**src/rtl/aes_pkg.sv**
```systemverilog
// Shared AES datapath types and block-geometry helpers.
package aes_pkg;

    localparam int unsigned BLOCK_W = 128;

    typedef logic [BLOCK_W-1:0] aes_block_t;
    typedef logic [31:0]        aes_word_t;

    function automatic int unsigned words_per_block(input int unsigned word_w);
        return (word_w == 0) ? 0 : BLOCK_W / word_w;
    endfunction

    // A legal word width tiles the block exactly with at least two words.
    function automatic bit word_w_ok(input int unsigned word_w);
        if (word_w == 0) return 1'b0;
        return ((BLOCK_W % word_w) == 0) && ((BLOCK_W / word_w) >= 2);
    endfunction

endpackage

```
**src/rtl/aes_block_packer_if.sv**
```systemverilog
// Word-in / block-out handshake bundle for the AES block packer.
interface aes_block_packer_if
    import aes_pkg::*;
#(
    parameter int unsigned WORD_W = 32
);
    logic              in_valid;
    logic              in_ready;
    logic [WORD_W-1:0] in_data;
    logic              out_valid;
    logic              out_ready;
    aes_block_t        out_data;
    logic              partial;

    modport master (
        output in_valid, in_data, out_ready,
        input  in_ready, out_valid, out_data, partial
    );

    modport slave (
        input  in_valid, in_data, out_ready,
        output in_ready, out_valid, out_data, partial
    );
endinterface

```
**src/rtl/aes_block_packer.sv**
```systemverilog
// Packs WORD_W-bit words MSB-first into a 128-bit block held for the transpose stage.
module aes_block_packer
    import aes_pkg::*;
#(
    parameter int unsigned WORD_W = 32
) (
    input  logic              clk,
    input  logic              rst_n,
    input  logic              clear,
    aes_block_packer_if.slave bus
);

    localparam int unsigned WORDS = words_per_block(WORD_W);
    localparam int unsigned CNT_W = (WORDS > 2) ? $clog2(WORDS) : 1;
    localparam logic [CNT_W-1:0] LAST = CNT_W'(WORDS - 1);

    if (!word_w_ok(WORD_W)) begin : g_bad_word_w
        $error("aes_block_packer: WORD_W must divide BLOCK_W and give at least two words");
    end

    logic [CNT_W-1:0]  r_cnt;
    logic [WORD_W-1:0] r_words [WORDS-1];
    aes_block_t        r_out_data;
    logic              r_out_valid;

    logic       w_last;
    logic       w_accept;
    logic       w_complete;
    logic       w_drain;
    aes_block_t w_block;

    assign w_last     = (r_cnt == LAST);
    // Only the completing word can be stalled, and only by an undrained block.
    assign bus.in_ready = !clear && !(w_last && r_out_valid && !bus.out_ready);
    assign w_accept   = bus.in_valid && bus.in_ready;
    assign w_complete = w_accept && w_last;
    assign w_drain    = r_out_valid && bus.out_ready;

    assign bus.out_valid = r_out_valid;
    assign bus.out_data  = r_out_data;
    assign bus.partial   = (r_cnt != '0);

    // Word counter; clear and completion both restart the block.
    always_ff @(posedge clk or negedge rst_n) begin
        if (!rst_n) begin
            r_cnt <= '0;
        end else if (clear || w_complete) begin
            r_cnt <= '0;
        end else if (w_accept) begin
            r_cnt <= r_cnt + CNT_W'(1);
        end
    end

    // Assembly register for all but the final word.
    always_ff @(posedge clk or negedge rst_n) begin
        if (!rst_n) begin
            for (int unsigned k = 0; k < WORDS - 1; k++) begin
                r_words[k] <= '0;
            end
        end else begin
            for (int unsigned k = 0; k < WORDS - 1; k++) begin
                if (w_accept && (r_cnt == CNT_W'(k))) begin
                    r_words[k] <= bus.in_data;
                end
            end
        end
    end

    // Word 0 ends up in the top bits after shifting every word in.
    always_comb begin
        w_block = '0;
        for (int unsigned k = 0; k < WORDS - 1; k++) begin
            w_block = {w_block[BLOCK_W-WORD_W-1:0], r_words[k]};
        end
        w_block = {w_block[BLOCK_W-WORD_W-1:0], bus.in_data};
    end

    // Output register: completion wins over drain so back-to-back blocks never bubble.
    always_ff @(posedge clk or negedge rst_n) begin
        if (!rst_n) begin
            r_out_valid <= 1'b0;
            r_out_data  <= '0;
        end else if (w_complete) begin
            r_out_valid <= 1'b1;
            r_out_data  <= w_block;
        end else if (w_drain) begin
            r_out_valid <= 1'b0;
        end
    end

    a_hold_stable: assert property (@(posedge clk) disable iff (!rst_n)
        (r_out_valid && !bus.out_ready) |=> (r_out_valid && $stable(r_out_data)));

    a_valid_rise: assert property (@(posedge clk) disable iff (!rst_n)
        (!r_out_valid && !w_complete) |=> !r_out_valid);

endmodule

```
**src/flat_wrapper.sv**
```systemverilog
// flat-port wrapper written by rule: the top's interface ports become plain ports
module aes_block_packer_flat import aes_pkg::*;
#(
    parameter int unsigned WORD_W = 32
)
  (clk, rst_n, clear, bus_in_valid, bus_in_data, bus_out_ready, bus_in_ready, bus_out_valid, bus_out_data, bus_partial);
  aes_block_packer_if #(.WORD_W(WORD_W)) bus_i ();
  input  logic clk;
  input  logic rst_n;
  input  logic clear;
  input wire logic [$bits(bus_i.in_valid)-1:0] bus_in_valid;
  input wire logic [$bits(bus_i.in_data)-1:0] bus_in_data;
  input wire logic [$bits(bus_i.out_ready)-1:0] bus_out_ready;
  output wire logic [$bits(bus_i.in_ready)-1:0] bus_in_ready;
  output wire logic [$bits(bus_i.out_valid)-1:0] bus_out_valid;
  output wire logic [$bits(bus_i.out_data)-1:0] bus_out_data;
  output wire logic [$bits(bus_i.partial)-1:0] bus_partial;
  assign bus_i.in_valid = bus_in_valid;
  assign bus_i.in_data = bus_in_data;
  assign bus_i.out_ready = bus_out_ready;
  assign bus_in_ready = bus_i.in_ready;
  assign bus_out_valid = bus_i.out_valid;
  assign bus_out_data = bus_i.out_data;
  assign bus_partial = bus_i.partial;
  aes_block_packer #(.WORD_W(WORD_W)) u_core (.clk(clk), .rst_n(rst_n), .clear(clear), .bus(bus_i));
endmodule
```
**config.mk**
```make
export PLATFORM = sky130hd
export DESIGN_NAME = aes_block_packer_flat
export DESIGN_NICKNAME = d
export VERILOG_FILES = /design/src/rtl/aes_pkg.sv /design/src/rtl/aes_block_packer_if.sv /design/src/rtl/aes_block_packer.sv /design/src/flat_wrapper.sv
export SDC_FILE = /design/constraint.sdc
export NUM_CORES = 1
export LEC_CHECK = 0
export CORE_AREA = 5 5 148 150
export CTS_CLUSTER_SIZE = 10
export DETAILED_ROUTE_END_ITERATION = 10
export DIE_AREA = 0 0 153 155
export DONT_BUFFER_PORTS = 1
export GPL_TIMING_DRIVEN = 0
export PLACE_DENSITY = 0.59
export SYNTH_ARGS = -nofsm -noshare
export SYNTH_HDL_FRONTEND = slang
export SYNTH_SLANG_ARGS = --single-unit
```
**constraint.sdc**
```tcl
create_clock -name clk -period 4.4 [get_ports clk]
set_clock_uncertainty 0.15 [all_clocks]
set_input_delay 0.22 -clock clk [delete_from_list [all_inputs] [get_ports clk]]
set_output_delay 0.22 -clock clk [all_outputs]
set_load 0.01 [all_outputs]
```
==> results_dict.tcl <==
set metrics [dict create \
    wire_per_inst_um 21.21 \
    vias 4292 \
    ff2ff_setup_slack_ns 2.36 \
    cts_tree "done" \
    routed_wl_mm 17.91 \
    setup_violations 0 \
    gp_congestion 0.7327 \
    synth_mux_area_share_pct 31.87 \
    cts_root_buffer "clkbuf_16" \
    synth_top_family_by_area "multiplexers" \
    worstReg2RegEnd "u_core.r_cnt[1]" \
    maxSlewHeadroom_pct 77.59 \
    final_util_pct 50.49 \
    finalHoldViolCount 227 \
    synth_simple_gate_area_share_pct 0.9618 \
    hold_buffers 37 \
    hp-class "in -> async" \
    synthCells 501 \
    power_mw 5.202 \
    r2r_cells 5 \
    drive_above_1_share_pct 29.93 \
    cts_buffers 26 \
    crit_required_ns 4.63 \
    cts.htree.levels 1 \
    syn_avg_cell_area_um2 17.92 \
    dr.first_iter.drc_count 129 \
    grt_pass1_wl_mm 28.88 \
    clock_path_buffers 3 \
    port_buffers 0 \
    max_freq_mhz 489.7 \
    drv_cap 0 \
    ys_seq_area_share_pct 63.28 \
    die_w_um 153 \
    hpwl_mm 11.91 \
    grt_max_degree 228 \
    worst_hold_slack_ns -0.7262 \
    status "complete, but fails checks" \
    power.density_nw_per_um2 501.1 \
    rsz0062_at_grt "no" \
    fin_cells 844 \
    cp-start-kind "flip-flop" \
    place_inst 776 \
    clkTransAtPathRegs_ns 0.05 \
    drc 0 \
    clock-sinks 227 \
    finalNetCount 607 \
    path_class "reg -> reg" \
    cts_resized 0 \
    vdd_drop_max_v 0.0003524 \
    yosys_warnings 0 \
    syn_to_final_growth_pct 15.64 \
    core-area_um2 20560 \
    die-height_um 155 \
    arrival_ns 2.28 \
    ys_ff_latch 227 \
    crit_path_max_fanout 5 \
    syn_area_um2 8976 \
    critPathCaptureType "flip-flop" \
    p_leak_nw 5.172 \
    slew_violations 0 \
    setup_tns_ns 0 \
    drt_pass1_iterations 4 \
    timing.rr.start "u_core.r_cnt[0]" \
    dieArea_um2 23720 \
    worst_pin_slew_ns 0.3361 \
    finalCritPeriodShare_pct 46.41 \
    synth_compound_area_share_pct 0.2230 \
    grt.overflow.total 0 \
    antenna_found_initial 1 \
    postCtsSetupBuffers 0 \
    synth_xor_area_share_pct 0 \
    initial_core_util_pct 43.66 \
    pin_count 168 \
    synth_fa_ha_area_share_pct 0.5576 \
    grt_pass1_vias 4868 \
    drtAntennaViolNets 0 \
    syn_nets 542 \
    grt.total_usage_pct 15.24 \
    via_per_inst 5.085 \
    fp-row-count 53 \
    violations "hold timing" \
    min_period_ns 2.042 \
    insertion_delay_ns 0.50 \
    ys_types 20 \
]
-- registers in the layout (all words and copies together), names as in the netlist --
register and count:
u_core.r_cnt 2, u_core.bus.out_data 128, u_core.bus.out_valid 1, u_core.r_words 96
-- worst max-delay path by stage --
stage	start	end	slack, ns
floorplan	u_core.r_cnt[0]	u_core.r_words[10]	2.62
global placement	u_core.r_cnt[0]	u_core.r_words[84]	2.45
detailed placement	u_core.r_cnt[0]	u_core.r_words[79]	2.41
CTS	u_core.r_cnt[0]	bus_in_ready	2.35
global route	u_core.r_cnt[0]	u_core.r_cnt[0]	2.29
finish	u_core.r_cnt[0]	u_core.r_cnt[1]	2.36
-- layout by cell type (no fill, tap or decap), drive strengths merged --
cell type	netlist	layout
dfrtp	227	227
mux2	224	224
dlygate4sd3	0	37
clkbuf	0	30
buf	26	26
inv	4	4
ha	4	4
and3	3	3
nand3b	2	2
o21ai	2	2
a21oi	2	2
diode	0	1
and3b	1	1
nor2	1	1
nand2b	1	1
nor2b	1	1
nand3	1	1
or3	1	1
nand2	1	1
-- cells in the mapped netlist (all sizes together) --
cell type	count	area, um^2
o21ai	2	10.01
nand2	1	3.750
dfrtp	227	5680
nand3b	2	15.01
nor2	1	3.750
ha	4	50.05
nand3	1	10.01
mux2	224	2860
or3	1	6.260
a21oi	2	10.01
and3	3	18.77
and3b	1	8.760
nand2b	1	6.260
buf	26	264.0
inv	4	15.01
nor2b	1	13.76
-- critical path, cell delays in order, from the launching register on --
cell and delay (ns):
dfrtp_1 0.41, ha_1 0.28, and3b_1 0.25, o21ai_0 0.20, a21oi_1 0.09, dlygate4sd3_1 0.55
-- layer usage --
metal / up-vias / part of all wire [%] / GRT usage, %
li1: 1873 / - / -
met1: 2272 / 41 / 19.21
met2: 119 / 49 / 25.29
met3: 28 / 8.3 / 5.563
met4: 0 / 1.7 / 3.734
met5: - / 0 / 0
-- cells by family (layout without fill, tap and decap cells) --
| family | count (synthesis) | after routing |
|---|---|---|
| AOI/OAI and AO/OA | 4 | 4 |
| adders and majority gates | 4 | 4 |
| buffers and inverters | 30 | 97 |
| DFF | 227 | 227 |
| muxes | 224 | 224 |
| other | 0 | 1 |
| and+or+nand+nor | 12 | 12 |
-- power by group --
part | switching (mW) | internal, mW
Combinational | 0.149 | 0.433
Sequential | 0.323 | 2.49
Clock | 0.730 | 1.08
-- per-stage QoR --
step                      cell area, um^2  hold WS [ns]  setup slack (ns)
after floorplan                      8976       -0.2256             2.623
after global placement               9320       -0.2139             2.451
after detailed placement             9320       -0.2185             2.411
after CTS                           10380       -0.7603             2.354
after global routing                10380       -0.7674             2.295
final                               10380       -0.7262             2.358
-- area by class of cell --
cell class,count,area (um^2)
antenna,1,2.502
multi-input combinational,244,3017
buffer,26,264.0
inverter,4,15.01
timing repair buffer,37,370.4
fill,1727,10180
sequential,227,5680
clock buffer,30,686.9
tap,275,344.1
No activity file was read; power rests on OpenSTA's default activity.
